[config.mk]
export PLATFORM = sky130hd
export DESIGN_NAME = layer_addr_seq
export DESIGN_NICKNAME = d
export VERILOG_FILES = /design/src/rtl/layer_addr_seq.sv
export SDC_FILE = /design/constraint.sdc
export NUM_CORES = 1
export LEC_CHECK = 0
export ABC_AREA = 1
export BUFFER_PORTS_ARGS = -buffer_cell sky130_fd_sc_hd__buf_2
export CORE_ASPECT_RATIO = 1.25
export CORE_MARGIN = 1
export CORE_UTILIZATION = 30
export DETAILED_ROUTE_END_ITERATION = 7
export MAX_ROUTING_LAYER = met4
export PLACE_DENSITY = 0.51
export SLEW_MARGIN = 10
export SYNTH_ARGS = -nofsm -noshare
export SYNTH_HDL_FRONTEND = slang
export SYNTH_SLANG_ARGS = --single-unit
export TNS_END_PERCENT = 100
[constraint.sdc]
create_clock -name clk -period 6.8 [get_ports clk]
set_input_delay 0 -clock clk [delete_from_list [all_inputs] [get_ports clk]]
set_output_delay 0 -clock clk [all_outputs]
set_load 0.02 [all_outputs]
[src/rtl/layer_addr_seq.sv]
// Address sequencer for one fully-connected layer: walks every (neuron, input)
// pair and presents weight-read, neuron-read and neuron-write addresses per beat.
module layer_addr_seq #(
  parameter int unsigned ADDR_W  = 8,
  parameter int unsigned CNT_W   = 8,
  parameter int unsigned BIAS_EN = 0
) (
  input  logic              clk,
  input  logic              reset_n,
  input  logic              start,
  input  logic              cfg_chain,
  input  logic [CNT_W-1:0]  cfg_nk,
  input  logic [CNT_W-1:0]  cfg_nk_prev,
  input  logic [ADDR_W-1:0] cfg_w_base,
  input  logic [ADDR_W-1:0] cfg_nr_base,
  input  logic [ADDR_W-1:0] cfg_nw_base,
  input  logic              advance,
  output logic              busy,
  output logic              addr_valid,
  output logic [ADDR_W-1:0] w_addr,
  output logic [ADDR_W-1:0] nr_addr,
  output logic [ADDR_W-1:0] nw_addr,
  output logic              bias_beat,
  output logic              neuron_last,
  output logic              layer_last,
  output logic              done,
  output logic              size_err,
  output logic [CNT_W-1:0]  current_layer_size,
  output logic [CNT_W-1:0]  previous_layer_size
);

  // Input counter is one bit wider so P-1+BIAS never overflows.
  localparam int unsigned IW      = CNT_W + 1;
  localparam bit          BIAS_ON = (BIAS_EN != 0);
  localparam logic [IW-1:0] BIAS_I = IW'(BIAS_ON);

  typedef enum logic [1:0] {
    S_IDLE = 2'd0,
    S_RUN  = 2'd1,
    S_DONE = 2'd2
  } state_e;

  state_e            state_q, state_d;
  logic [IW-1:0]     i_q, i_d;
  logic [CNT_W-1:0]  j_q, j_d;
  logic [CNT_W-1:0]  n_q, n_d;
  logic [CNT_W-1:0]  p_q, p_d;
  logic [ADDR_W-1:0] nr_base_q, nr_base_d;
  logic [ADDR_W-1:0] nw_base_q, nw_base_d;

  // Chain history of the last layer that finished normally.
  logic              hist_vld_q, hist_vld_d;
  logic [ADDR_W-1:0] last_w_q, last_w_d;
  logic [ADDR_W-1:0] last_nw_q, last_nw_d;
  logic [CNT_W-1:0]  last_n_q, last_n_d;

  logic              busy_q, busy_d;
  logic              valid_q, valid_d;
  logic [ADDR_W-1:0] w_addr_q, w_addr_d;
  logic [ADDR_W-1:0] nr_addr_q, nr_addr_d;
  logic [ADDR_W-1:0] nw_addr_q, nw_addr_d;
  logic              bias_q, bias_d;
  logic              nlast_q, nlast_d;
  logic              llast_q, llast_d;
  logic              done_q, done_d;
  logic              err_q, err_d;

  logic [CNT_W-1:0]  sel_p;
  logic [ADDR_W-1:0] sel_w, sel_nr, sel_nw;
  logic              run_d;
  logic [IW-1:0]     last_i;
  logic [IW-1:0]     nr_off;

  // Base/size selection for a start request: explicit config or chained.
  always_comb begin
    sel_p  = cfg_nk_prev;
    sel_w  = cfg_w_base;
    sel_nr = cfg_nr_base;
    sel_nw = cfg_nw_base;
    if (cfg_chain) begin
      sel_p  = last_n_q;
      sel_w  = hist_vld_q ? last_w_q + ADDR_W'(1) : '0;
      sel_nr = last_nw_q;
      sel_nw = last_nw_q + ADDR_W'(last_n_q);
    end
  end

  // Next-state, counters and next beat outputs.
  always_comb begin
    state_d    = state_q;
    i_d        = i_q;
    j_d        = j_q;
    n_d        = n_q;
    p_d        = p_q;
    nr_base_d  = nr_base_q;
    nw_base_d  = nw_base_q;
    hist_vld_d = hist_vld_q;
    last_w_d   = last_w_q;
    last_nw_d  = last_nw_q;
    last_n_d   = last_n_q;
    w_addr_d   = w_addr_q;
    done_d     = 1'b0;
    err_d      = 1'b0;

    unique case (state_q)
      S_IDLE: begin
        if (start) begin
          n_d = cfg_nk;
          p_d = sel_p;
          i_d = '0;
          j_d = '0;
          if ((cfg_nk == '0) || (sel_p == '0)) begin
            state_d = S_DONE;
            done_d  = 1'b1;
            err_d   = 1'b1;
          end else begin
            state_d   = S_RUN;
            w_addr_d  = sel_w;
            nr_base_d = sel_nr;
            nw_base_d = sel_nw;
          end
        end
      end
      S_RUN: begin
        if (advance) begin
          if (llast_q) begin
            state_d    = S_DONE;
            done_d     = 1'b1;
            hist_vld_d = 1'b1;
            last_w_d   = w_addr_q;
            last_nw_d  = nw_base_q;
            last_n_d   = n_q;
          end else begin
            w_addr_d = w_addr_q + ADDR_W'(1);
            if (nlast_q) begin
              i_d = '0;
              j_d = j_q + CNT_W'(1);
            end else begin
              i_d = i_q + IW'(1);
            end
          end
        end
      end
      S_DONE: state_d = S_IDLE;
      default: state_d = S_IDLE;
    endcase

    run_d   = (state_d == S_RUN);
    last_i  = IW'(p_d) + BIAS_I - IW'(1);
    nr_off  = (i_d >= IW'(p_d)) ? IW'(p_d) - IW'(1) : i_d;
    busy_d  = run_d;
    valid_d = run_d;
    nlast_d = run_d && (i_d == last_i);
    llast_d = nlast_d && (j_d == n_d - CNT_W'(1));
    bias_d  = run_d && BIAS_ON && (i_d == IW'(p_d));
    nr_addr_d = run_d ? nr_base_d + ADDR_W'(nr_off) : '0;
    nw_addr_d = run_d ? nw_base_d + ADDR_W'(j_d) : '0;
    if (!run_d) begin
      w_addr_d = '0;
    end
  end

  always_ff @(posedge clk) begin
    if (!reset_n) begin
      state_q    <= S_IDLE;
      i_q        <= '0;
      j_q        <= '0;
      n_q        <= '0;
      p_q        <= '0;
      nr_base_q  <= '0;
      nw_base_q  <= '0;
      hist_vld_q <= 1'b0;
      last_w_q   <= '0;
      last_nw_q  <= '0;
      last_n_q   <= '0;
      busy_q     <= 1'b0;
      valid_q    <= 1'b0;
      w_addr_q   <= '0;
      nr_addr_q  <= '0;
      nw_addr_q  <= '0;
      bias_q     <= 1'b0;
      nlast_q    <= 1'b0;
      llast_q    <= 1'b0;
      done_q     <= 1'b0;
      err_q      <= 1'b0;
    end else begin
      state_q    <= state_d;
      i_q        <= i_d;
      j_q        <= j_d;
      n_q        <= n_d;
      p_q        <= p_d;
      nr_base_q  <= nr_base_d;
      nw_base_q  <= nw_base_d;
      hist_vld_q <= hist_vld_d;
      last_w_q   <= last_w_d;
      last_nw_q  <= last_nw_d;
      last_n_q   <= last_n_d;
      busy_q     <= busy_d;
      valid_q    <= valid_d;
      w_addr_q   <= w_addr_d;
      nr_addr_q  <= nr_addr_d;
      nw_addr_q  <= nw_addr_d;
      bias_q     <= bias_d;
      nlast_q    <= nlast_d;
      llast_q    <= llast_d;
      done_q     <= done_d;
      err_q      <= err_d;
    end
  end

  assign busy                = busy_q;
  assign addr_valid          = valid_q;
  assign w_addr              = w_addr_q;
  assign nr_addr             = nr_addr_q;
  assign nw_addr             = nw_addr_q;
  assign bias_beat           = bias_q;
  assign neuron_last         = nlast_q;
  assign layer_last          = llast_q;
  assign done                = done_q;
  assign size_err            = err_q;
  assign current_layer_size  = n_q;
  assign previous_layer_size = p_q;

endmodule
==> results of run 1 <==
-- metrics by stage --
| stage | power [W] | hold slack [ns] |
|---|---|---|
| after floorplan | 0.0009476 | 0.1540 |
| after global placement | 0.001052 | 0.3187 |
| after detailed placement | 0.001052 | 0.3221 |
| after CTS | 0.001583 | 0.008182 |
| after global routing | 0.001657 | 0.04812 |
| final | 0.001557 | 0.02017 |
-- metal layers --
metal,GRT usage [%],vias up
li1,-,3554
met1,23.61,3008
met2,31.37,157
met3,2.918,19
met4,5.495,0
met5,-,-
-- cell usage after synthesis (all sizes together) --
library cell  number
nand2            299
inv              152
nor2             148
dfxtp            105
o21ai             77
a21oi             70
nand3             62
ha                36
buf               17
clkbuf            16
a211oi            12
nand4             10
or2               10
nor3               9
xor2               8
nand3b             6
o21a               5
a31oi              4
o211ai             4
fa                 3
o31ai              3
xnor2              3
a21o               2
a221o              2
and2               2
o21bai             2
a221oi             1
conb               1
-- how the worst max path moves through the flow --
stage	start	to	slack, ns	depth (start not counted)
after CTS	state_q[0]	nr_addr[6]	2.22	24
after global routing	state_q[0]	nr_addr[6]	1.65	24
after detailed placement	state_q[0]	nr_addr[6]	2.24	25
after floorplan	layer_last	nr_addr[6]	3.27	26
final	state_q[0]	nr_addr[6]	2.24	24
after global placement	state_q[0]	nr_addr[6]	2.43	25
-- flip-flops by register name, indices dropped and copies added, names as in the netlist --
register	cells
addr_valid	1
current_layer_size	8
done	1
hist_vld_q	1
i_q	9
j_q	8
last_n_q	8
last_nw_q	8
last_w_q	8
layer_last	1
neuron_last	1
nr_addr	8
nr_base_q	8
nw_addr	8
nw_base_q	8
previous_layer_size	8
size_err	1
state_q	2
w_addr	8
-- power groups by stage --
stage | clock network (W) | registers, W | logic, W
final | 0.000518 | 0.000658 | 0.000381
after global routing | 0.000564 | 0.000661 | 0.000431
after CTS | 0.000541 | 0.000659 | 0.000384
after detailed placement | 0 | 0.000673 | 0.000379
after global placement | 0 | 0.000673 | 0.000379
after floorplan | 0 | 0.000694 | 0.000254
-- final cells by class --
type	count	area, um2
fillers	2464	14490
multi-input cells	779	4033
flip-flops and latches	105	2102
inverters	152	570.5
repair buffers	99	533.0
well taps	283	354.1
clock buffers	14	274.0
clock inverters	1	8.758
-- worst reg2reg max path, cell delays in order (launching register included) --
cell and delay [ns]:
dfxtp_1 0.37, inv_1 0.08, nor2_2 0.56, nand2_1 0.18
inv_2 0.17, nand3_1 0.10, nand2_2 0.10, ha_1 0.24
nand2_1 0.07, inv_1 0.04, o21bai_1 0.12, nand3_1 0.09
nand2_1 0.06, nand2_1 0.04, nand2_1 0.06, nand3b_1 0.10
nor2_2 0.45, o21ai_0 0.21, ha_1 0.25, fa_1 0.40
a31oi_1 0.21, nor2_1 0.08, o21ai_0 0.22, nand3_1 0.11
a21oi_1 0.17
-- cell families (layout without fill, tap and decap cells) --
| kind of cell | after synthesis | in the layout | share of synthesized area, % |
|---|---|---|---|
| other | 1 | 1 | 0.05440 |
| buffers and inverters | 185 | 266 | 11.04 |
| DFF | 105 | 105 | 30.50 |
| AOI/OAI and AO/OA | 182 | 182 | 15.88 |
| and+or+nand+nor | 546 | 546 | 33.73 |
| adders and majority gates | 39 | 39 | 7.406 |
| xor gates and xnor gates | 11 | 11 | 1.398 |
-- repair_timing --
| item | 4_1_cts | 5_1_grt |
|---|---|---|
| buffers inserted | 0 | 0 |
| endpoints found under the hold margin | 6 | 0 |
| hold buffers | 6 | 0 |
==> results.ini, run 1 <==
[worst_setup_path]
worstPathCellList = inv_1 -> nor2_2 -> nand2_1 -> inv_2 -> nand3_1 -> nand2_2 -> ha_1 -> nand2_1 -> inv_1 -> o21bai_1 -> nand3_1 -> nand2_1 -> nand2_1 -> nand2_1 -> nand3b_1 -> nor2_2 -> o21ai_0 -> ha_1 -> fa_1 -> a31oi_1 -> nor2_1 -> o21ai_0 -> nand3_1 -> a21oi_1
arrival_ns = 4.84
crit_path_end_kind = flop
rrSetupSlack_ns = 2.24
critical_path_peak_fanout = 17
cp_common_cell = nand2_1
start_kind = flop
critPathMaxStageDelay_ns = 0.56
worstSetupPathType = flop to flop
worstReg2RegEnd = nr_addr[6]
crit_family = simple AND/OR/NAND/NOR gates
rr_worst_depth = 24
rr_startpoint = state_q[0]
critPathBufInv = 3
timing.critical_path.slowest_stage_cell = nor2_2
crit_required_ns = 7.08

[floorplanning]
io_pins = 92
placementRows = 61
start_util_pct = 30.82
die_y_um = 171.5
core_area_um2 = 22360
die_area_um2 = 23590
die_w_um = 137.6

[timing]
setup_viol = 0
tns_ns = 0
rsz0062_at_grt = no
hold_viol = 0
finalClockSkew_ns = 0.006924
max_slew.worst_pin.slew_ns = 0.7377
finalWorstPathRequiredPeriod_ns = 4.560
slew_headroom_pct = 50.76
slew_violations = 0
finalCritPeriodShare_pct = 67.06
setup_ws_ns = 2.240
fmax_mhz = 219.3

[synth]
synthCells = 1069
yosys.cell_types.count = 43
synthTopCellsByArea = dfxtp_1, nand2_1, inv_1
ys_seq_elements = 105
yosys.area.top_type_share_pct = 30.50
ys_warn_count = 0
syn_area_per_cell_um2 = 6.448
synth_top_area_cell = dfxtp_1
synth_area_um2 = 6893
ys_seq_area_share_pct = 30.50
syn-num-nets = 1153

[power_and_ir_drop]
p_int_w = 0.001045
p_switching_w = 0.0005117
leakagePower_nw = 4.001
pwr-share-seq_pct = 42.2
swShare_pct = 32.86
combPwrFrac_pct = 24.5
power.density_nw_per_um2 = 197.7
pwr-share-clk_pct = 33.3
ir_worst_vdd_mv = 0.1353

[place]
dp_slack_ns = 2.236
place_area_um2 = 7532
hpwl_mm = 15.87
gpl.final_weighted_congestion = 0.9102
io_buffers = 90
dp.cells = 1412

[cts]
cts.sinks = 105
htreeDepth = 3
clk_pin_slew_ns = 0.07
insertion_delay_ns = 0.36
clockRootBuffer = clkbuf_16
clockBufferDepth = 2
numCtsBuffers = 9
cts_resized = 0
tritoncts = built

[layout]
layout-drive-gt1-share_pct = 14.26
layout_common_cells = nand2_1, inv_1, nor2_1
syn2layout_area_growth_pct = 14.25
stdcell_count = 1433
diodes = 0
design_area_um2 = 7875
nNetsFinal = 1230
final_util_pct = 35.22
mostFrequentLayoutCell = nand2_1

[status]
status = finished, final reports clean

[detailed_routing]
drc = 0
via_count = 6738
m1WireLength_mm = 9.625
wirelength_mm = 20.74
routedWlPerCell_um = 14.48
dr_wl_met2_mm = 9.793
dr_wl_met3_um = 953
vias_per_cell = 4.702
highest_layer = met4
antenna_left = 0
dr.pass1.iters = 5
drt_iter0_markers = 374

[worst_hold_path]
worstHoldStart = cfg_nr_base[0]
hold_depth = 5
hold_class = input pin to flop
whs_endpoint = nr_base_q[0]

[run]
maxCapViolCount = 0

[global_routing]
grt_overflow = 0
grt_pass1_vias = 6275
grt_start_max_net_pins = 54
grt_pass1_wl_mm = 32.78
antenna_found_initial = 0
grt_usage_pct = 18.96

Power figures use the tool's default switching activity.
==> run 2, diff against run 1 <==
Clock period 6.8 ns to 4.68 ns, I/O delays scaled along.
==> run 2 against run 1 <==
Non-clock buffer count increased by 4. Global-route usage increased by 0.42 points. Setup slack got worse by 1.5 ns. Utilization increased by 0.47 points. Combinational power increased by 47%. Fmax increased by 15%. Register-to-register slack got worse by 1.5 ns. Sequential cell count unchanged. Wire length increased by 1.0%. Clock power increased by 76%. Critical endpoint unchanged.
==> results.ini, run 2 (synthesized netlist as in run 1, its figures left out) <==
[status]
status = finished, final reports clean

[detailed_routing]
dr.pass1.iters = 5
drt_iter0_markers = 473
drc = 0
routedWlPerCell_um = 14.57
via_count = 6797
vias_per_cell = 4.727
antenna_left = 0
wirelength_mm = 20.96

[floorplanning]
die_w_um = 137.6
die_area_um2 = 23590
placementRows = 61
io_pins = 92
core_area_um2 = 22360
die_y_um = 171.5
start_util_pct = 30.82

[global_routing]
grt_usage_pct = 19.38
top_usage_layer = met2
met1_usage_pct = 24.38
grt_pass1_wl_mm = 33.43
use_met3_pct = 2.741
grt_start_max_net_pins = 54
use_met2_pct = 31.75
grt_pass1_vias = 6368
antenna_found_initial = 0
grt_overflow = 0

[worst_setup_path]
rrSetupSlack_ns = 0.72
crit_path_end_kind = flop
rr_worst_depth = 22
worstSetupPathType = flop to flop
critical_path_peak_fanout = 33
worstReg2RegEnd = nr_addr[6]
start_kind = flop
rr_startpoint = state_q[1]
arrival_ns = 4.24
endpoint = nr_addr[6]
crit_start = state_q[1]
crit_required_ns = 4.96

[timing]
holdWs_ns = 0.02294
finalWorstPathRequiredPeriod_ns = 3.958
slew_violations = 0
setup_viol = 0
finalClockSkew_ns = 0.007567
hold_viol = 0
max_slew.worst_pin.slew_ns = 0.7622
tns_ns = 0
slew_headroom_pct = 48.65
finalCritPeriodShare_pct = 84.57
fmax_mhz = 252.7
rsz0062_at_grt = no

[place]
dp.cells = 1416
io_buffers = 90
gpl.final_weighted_congestion = 0.8535
hpwl_mm = 16.24

[cts]
clockRootBuffer = clkbuf_16
cts.sinks = 105
clockBufferDepth = 2
htreeDepth = 3
insertion_delay_ns = 0.36
numCtsBuffers = 9
tritoncts = built
clk_pin_slew_ns = 0.07

[power_and_ir_drop]
ir_worst_vdd_mv = 0.1549
leakagePower_nw = 4.054
power.density_nw_per_um2 = 304.2

[layout]
regMostFlops = i_q
nNetsFinal = 1234
mostFrequentLayoutCell = nand2_1
layout_common_cells = nand2_1, inv_1, nor2_1
stdcell_count = 1438
layout-drive-gt1-share_pct = 14.81
diodes = 0
largest_reg_flops = 9
syn2layout_area_growth_pct = 15.77
nFillCells = 2467

[run]
maxCapViolCount = 0

[worst_hold_path]
hold_class = input pin to flop

[run 2: where the power goes]
group	total [W]	leakage (nW)	internal, W	switching [W]
registers	0.000956	0.855	0.000933	0.0000228
logic	0.000559	3.03	0.000184	0.000376
clock network	0.000912	0.171	0.000541	0.000371
total	0.00243	4.05	0.00166	0.000770
[run 2: how the worst min path moves through the flow]
stage	start	endpoint	slack [ns]	cells past startpoint
after floorplan	cfg_nk[3]	current_layer_size[3]	0.15	2
after global placement	cfg_nk[1]	current_layer_size[1]	0.32	3
after detailed placement	cfg_nk[1]	current_layer_size[1]	0.32	3
after CTS	cfg_nr_base[0]	nr_base_q[0]	0.006	5
after global routing	cfg_nr_base[1]	nr_base_q[1]	0.03	5
final	cfg_nr_base[0]	nr_base_q[0]	0.02	5
[run 2: metrics by stage]
stage | setup WS (ns) | area (um2) | power, W | util (%)
2_1_floorplan | 1.153 | 6893 | 0.001377 | -
3_3_place_gp | 0.6524 | 7562 | 0.001537 | 33.82
3_5_place_dp | 0.5950 | 7562 | 0.001535 | 33.82
4_1_cts | 0.5714 | 7975 | 0.002459 | 35.66
5_1_grt | 0.1482 | 7980 | 0.002571 | 35.69
6_report | 0.7220 | 7980 | 0.002428 | 35.69
[run 2: layout make-up]
| type | count | area [um2] | share of cell area [%] |
|---|---|---|---|
| Multi-Input combinational cell | 779 | 4038 | 50.60 |
| Sequential cell | 105 | 2102 | 26.34 |
| Inverter | 152 | 570.5 | 7.150 |
| Timing Repair Buffer | 103 | 563.0 | 7.056 |
| Tap cell | 283 | 354.1 | 4.437 |
| Clock buffer | 10 | 239.0 | 2.995 |
| Clock inverter | 6 | 113.9 | 1.427 |
[run 2: critical path, stage by stage (launching register included)]
cell and delay [ns]:
dfxtp_1 0.35, nor2_4 0.15, nand2_4 0.27, nand2_1 0.20, nand2_2 0.13, ha_1 0.32, nand2_1 0.07, inv_1 0.03
o21bai_1 0.12, nand3_1 0.10, nand2_1 0.07, nand2_1 0.05, nand2_1 0.06, nand3b_1 0.13, nor2_4 0.31, o21ai_0 0.15
ha_1 0.22, fa_1 0.40, a31oi_1 0.19, nor2_1 0.08, o21ai_0 0.20, nand3_1 0.10, a21oi_1 0.15
[run 2: routing by layer]
metal | vias to the layer above | wire length, um
met5 | - | 0
met4 | 0 | 398
met3 | 25 | 785
met2 | 152 | 9797
met1 | 3063 | 9976
li1 | 3557 | -
[run 2: timing repair]
action / 4_1_cts / 5_1_grt
hold buffers: 6 / 0
endpoints found under the setup margin: 0 / 1
setup buffers: 0 / 0
gates resized for setup: 0 / 1
hold endpoints to repair: 6 / 0
